--- config.mk ---
export PLATFORM = sky130hd
export DESIGN_NAME = bp_reg_file
export DESIGN_NICKNAME = d
export VERILOG_FILES = /design/src/rtl/bp_reg_file.sv
export SDC_FILE = /design/constraint.sdc
export NUM_CORES = 1
export LEC_CHECK = 0
export BUFFER_PORTS_ARGS = -buffer_cell sky130_fd_sc_hd__clkbuf_2
export CORE_AREA = 8 8 419 421
export DETAILED_ROUTE_END_ITERATION = 7
export DIE_AREA = 0 0 427 429
export GPL_ROUTABILITY_DRIVEN = 1
export SETUP_SLACK_MARGIN = 0.05
export SLEW_MARGIN = 10
export SYNTH_ARGS = -nofsm -noshare
export SYNTH_HDL_FRONTEND = slang
export SYNTH_SLANG_ARGS = --single-unit
--- constraint.sdc ---
create_clock -name i_clk -period 3.5 [get_ports i_clk]
set_input_delay 0.35 -clock i_clk [delete_from_list [all_inputs] [get_ports i_clk]]
set_output_delay 0.35 -clock i_clk [all_outputs]
set_load 0.03 [all_outputs]
--- src/rtl/bp_reg_file.sv ---
// BytePipe register file: command/data byte protocol over BytePipe with reset values,
// read-only hardware locations, write strobes and counted bursts. BP_REG_FILE_AUTOINC_EN enables burst address increment.
module bp_reg_file #(
  parameter int                 N_REG        = 63,
  parameter logic [7:0]         VALUE0       = 8'h00,
  parameter bit                 ZERO_UNIMPL  = 1'b1,
  parameter logic [127:0]       RO_MASK      = 128'h0,
  parameter logic [8*N_REG-1:0] RESET_VALUES = '0
) (
  input  logic               i_clk,
  input  logic               i_rst_n,
  input  logic               i_cg,
  input  logic [7:0]         i_bp_data,
  input  logic               i_bp_valid,
  output logic               o_bp_ready,
  output logic [7:0]         o_bp_data,
  output logic               o_bp_valid,
  input  logic               i_bp_ready,
  output logic [8*N_REG-1:0] o_reg_data,
  input  logic [8*N_REG-1:0] i_hw_data,
  output logic [N_REG-1:0]   o_wr_strobe
);

  typedef enum logic [1:0] {IDLE, WDATA, RBURST} stateT;

  stateT       state, stateNext;
  logic [6:0]  addrQ;
  logic [7:0]  burstQ;
  logic [7:0]  regMem [N_REG];
  logic [6:0]  rdAddr;
  logic [7:0]  rdValue;
  logic [6:0]  beatAddr;
  logic        dnAccept;
  logic        upAccept;
  logic        loadResp;
  logic        wrBeat;

`ifdef BP_REG_FILE_AUTOINC_EN
  // Wrap back to location 1 so a burst never lands on the magic/ID location.
  function automatic logic [6:0] stepAddr(input logic [6:0] a);
    return (a == 7'(N_REG) || a == 7'd127) ? 7'd1 : a + 7'd1;
  endfunction
`else
  function automatic logic [6:0] stepAddr(input logic [6:0] a);
    return a;
  endfunction
`endif

  assign o_bp_ready = i_cg && (state != RBURST) && (!o_bp_valid || i_bp_ready);
  assign dnAccept   = i_bp_valid && o_bp_ready;
  assign upAccept   = i_cg && o_bp_valid && i_bp_ready;
  assign beatAddr   = stepAddr(addrQ);

  for (genvar r = 0; r < N_REG; r++) begin : gRegOut
    assign o_reg_data[8*r +: 8] = RO_MASK[r+1] ? i_hw_data[8*r +: 8] : regMem[r];
  end

  always_ff @(posedge i_clk) begin
    if (!i_rst_n) begin
      state <= IDLE;
    end else if (i_cg) begin
      state <= stateNext;
    end
  end

  always_comb begin
    stateNext = state;
    rdAddr    = addrQ;
    loadResp  = 1'b0;
    wrBeat    = 1'b0;
    case (state)
      IDLE: begin
        rdAddr = i_bp_data[6:0];
        if (dnAccept) begin
          if (i_bp_data[7]) begin
            stateNext = WDATA;
          end else begin
            loadResp = 1'b1;
            if (burstQ != 8'd0) stateNext = RBURST;
          end
        end
      end
      WDATA: begin
        if (dnAccept) begin
          wrBeat   = 1'b1;
          loadResp = 1'b1;
          if (addrQ == 7'd0 || burstQ == 8'd0) stateNext = IDLE;
        end
      end
      RBURST: begin
        rdAddr = beatAddr;
        if (upAccept) begin
          loadResp = 1'b1;
          if (burstQ == 8'd1) stateNext = IDLE;
        end
      end
      default: stateNext = IDLE;
    endcase
  end

  // Read mux also supplies the "previous value" returned for every write beat.
  always_comb begin
    rdValue = ZERO_UNIMPL ? 8'h00 : 8'hxx;
    if (rdAddr == 7'd0) rdValue = VALUE0;
    for (int r = 0; r < N_REG; r++) begin
      if (rdAddr == 7'(r + 1)) begin
        rdValue = RO_MASK[r+1] ? i_hw_data[8*r +: 8] : regMem[r];
      end
    end
  end

  // burstQ doubles as the remaining-beat count, so it reaches zero as the transaction ends.
  always_ff @(posedge i_clk) begin
    if (!i_rst_n) begin
      addrQ       <= '0;
      burstQ      <= '0;
      o_bp_valid  <= 1'b0;
      o_bp_data   <= '0;
      o_wr_strobe <= '0;
      for (int r = 0; r < N_REG; r++) regMem[r] <= RESET_VALUES[8*r +: 8];
    end else if (i_cg) begin
      o_wr_strobe <= '0;
      if (loadResp) begin
        o_bp_data  <= rdValue;
        o_bp_valid <= 1'b1;
      end else if (i_bp_ready) begin
        o_bp_valid <= 1'b0;
      end
      case (state)
        IDLE: if (dnAccept) addrQ <= i_bp_data[6:0];
        WDATA: begin
          if (wrBeat) begin
            if (addrQ == 7'd0) begin
              burstQ <= i_bp_data;
            end else begin
              for (int r = 0; r < N_REG; r++) begin
                if (addrQ == 7'(r + 1) && !RO_MASK[r+1]) begin
                  regMem[r]      <= i_bp_data;
                  o_wr_strobe[r] <= 1'b1;
                end
              end
              if (burstQ != 8'd0) burstQ <= burstQ - 8'd1;
              addrQ <= beatAddr;
            end
          end
        end
        RBURST: begin
          if (upAccept) begin
            burstQ <= burstQ - 8'd1;
            addrQ  <= beatAddr;
          end
        end
        default: ;
      endcase
    end
  end

endmodule

==> qor.txt <==
Setup TNS Final: -0.00726 ns
Relative slew slack: 39.7%
Tcrit/Tclk final: 100%
Die area: 183,000 um2
Most common flop cell mapped by yosys: edfxtp_1
Via density: 4.77
Max cap viols: 0
Commonest cells after routing, fill and taps aside: buf_4 (605), clkbuf_2 (588), edfxtp_1 (504)
Post-layout nets: 4,079
H-tree depth: 3
Initial antenna violation count: 12
Die X: 427 um
Synth warn: 0
Layout Utilization: 24.5%
Worst Path Arrival: 4.06 ns
Dpl ws: -0.705 ns
Worst slew pin tran: 0.902 ns
Final Cell Area: 41,300 um2
Post-DRT Antenna Nets: 0
Cell total after placement: 5,657
CP Capture Type: flop
DP Area: 37,500 um2
Kind of critical path: flop to flop
Synthesized area: 26,800 um2
Placer Congestion: 0.993
CTS max path bufs: 3
Syn_nets: 2,861
Final wirelength: 193 mm
All-Layer GR Usage: 19.9%
Final setup skew: 0.0288 ns
I/O pin total: 1,094
Clk slew on worst S/H paths: 0.07 ns
Vias in the first global route: 26,800
Flops & latches, synth: 593
Top fanout value on the critical path: 7
Pwr per Cell Area: 463 nW/um2
Post-CTS Hold Buffers: 0
Post-synthesis sequential area ratio: 63.2%
Starting Density: 15.9%
Total power: 19.1 mW
Unique masters post-synth: 96
Iter 0 DRT Violations: 4,072
Number of synthesized flops with an enable pin: 504
Async set or reset register ratio after synthesis: 0%
Pre-antenna DRT Iters: 8
RSZ-0062 raised after global routing: true
Fin crit period: 3.51 ns
Final setup fails: 1
Root Buffer: clkbuf_16
Commonest non-fill, non-tap cell in the layout: buf_4
Pin count of the biggest net entering global routing: 55
Final hold viol count: 0
Synthesis-to-layout area growth: 54.3%
Peak supply drop: 0.277 mV
Final WS setup: -0.00726 ns
DRC: 0
Avg Inst Size Synth: 11.4 um2
Fraction of layout cells with a size suffix above 1: 43.5%
Run status: finished, violations left
Final HPWL DP: 160 mm
Min-delay worst type: primary input to flop
Post-route insts no fill: 5,839
PortBufs: 589
Total CTS buffers: 69
CTS tree: yes
First-pass GRT wire length: 250 mm
Vias post-DR: 27,900
Startpoint Class: flop
Hold slack: 0.104 ns
Avg WL per Cell: 33.0 um
Total clock sinks: 593
Post-Syn Instances: 2,342
Core box area: 169,000 um2
Lkg Pwr: 16.3 nW
Rows: 151
Fmax: 0.285 GHz
DIE HEIGHT: 429 um
Remaining global-route overflow: 0
Failing checks: negative setup slack
Final Max Slew Viols: 0
Critical path required time: 4.05 ns
Clock Latency Late Sink: 0.65 ns
Yosys cell counts, types with 11 or more instances:
master,n,share of area (%)
o22ai_1,73,1.7
nand2b_1,69,1.6
inv_1,19,0.27
nor3_1,48,0.90
o2111ai_1,11,0.36
nor4_2,16,0.75
dfxtp_1,89,6.7
o21ai_0,110,2.1
a222oi_1,15,0.56
a211oi_1,19,0.53
nor4_1,30,0.70
a31oi_1,11,0.26
a221o_1,14,0.52
a21oi_1,93,1.7
edfxtp_1,504,57
nand4_1,47,1.1
nor2_1,386,5.4
a21boi_0,71,2.0
nand2_1,228,3.2
clkbuf_1,85,1.2
buf_2,33,0.62
o221ai_1,20,0.65
nand3_1,57,1.1
a221oi_1,39,1.3
a22oi_1,29,0.81
sequential cells by signal, summed over array words and instances (netlist names):
signal and count:
addrQ 7, burstQ 8, o_bp_data 8, o_bp_valid 1
o_wr_strobe 63, regMem 504, state 2
critical path, cell delays in order (launching register included):
cell,delay [ns]
dfxtp_4,0.37
buf_4,0.15
or4b_4,0.54
buf_4,0.16
o21ai_4,0.13
buf_12,0.18
buf_4,0.11
buf_6,0.10
a21oi_1,0.07
a2bb2oi_2,0.15
o22ai_2,0.21
a221oi_4,0.12
o211ai_1,0.36
a311oi_2,0.16
buf_4,0.19
o41ai_4,0.37
final cells by class:
cell class	count	area, um2
fillers	18000	127000
flip-flops and latches	593	16900
multi-input cells	1587	10000
repair buffers	1290	9220
well taps	2218	2780
clock buffers	80	1780
clock inverters	47	504
inverters	19	71.3
diodes	5	12.5
per-layer routing:
| layer | vias to the layer above | global-route usage (%) | share of wire, % |
|---|---|---|---|
| li1 | 11400 | - | - |
| met1 | 13900 | 23.0 | 35 |
| met2 | 2106 | 30.3 | 43 |
| met3 | 396 | 10.5 | 16 |
| met4 | 4 | 9.08 | 6.0 |
| met5 | - | 0 | 0.014 |
where the power goes:
part / internal, mW / switching [mW]
clock network: 4.10 / 3.24
logic: 0.998 / 2.29
registers: 8.04 / 0.443
total: 13.1 / 5.97
cells by family (layout without fill, tap and decap cells):
logic type               Yosys count  count (layout)  synth area share [%]
flip-flops                       593             593                  63.2
AND/OR/NAND/NOR                  957             957                  17.2
buffers and inverters            162            1436                  2.80
other                              0               5                     0
adder cells (fa/ha/maj)            2               2                0.0935
AO/OA/AOI/OAI                    624             624                  16.6
multiplexers                       4               4                 0.159
timing repair:
item | 4_1_cts | 5_1_grt
pin swaps | 49 | 31
setup buffers | 34 | 16
gates cloned | 1 | 0
gates resized for setup | 129 | 78
endpoints found under the hold margin | 0 | 0
setup endpoints to repair | 27 | 24
worst paths after layout:
check	start	endpoint	slack (ns)	cells after the start
worst max-delay path	state[1]	o_bp_data[6]	-0.007	15
worst min-delay path	i_bp_ready	o_bp_valid	0.10	4
worst max register to register	state[1]	o_bp_data[6]	-0.007	15
worst min register to register	o_wr_strobe[57]	o_wr_strobe[57]	0.48	2
No activity file was read; power rests on OpenSTA's default activity.
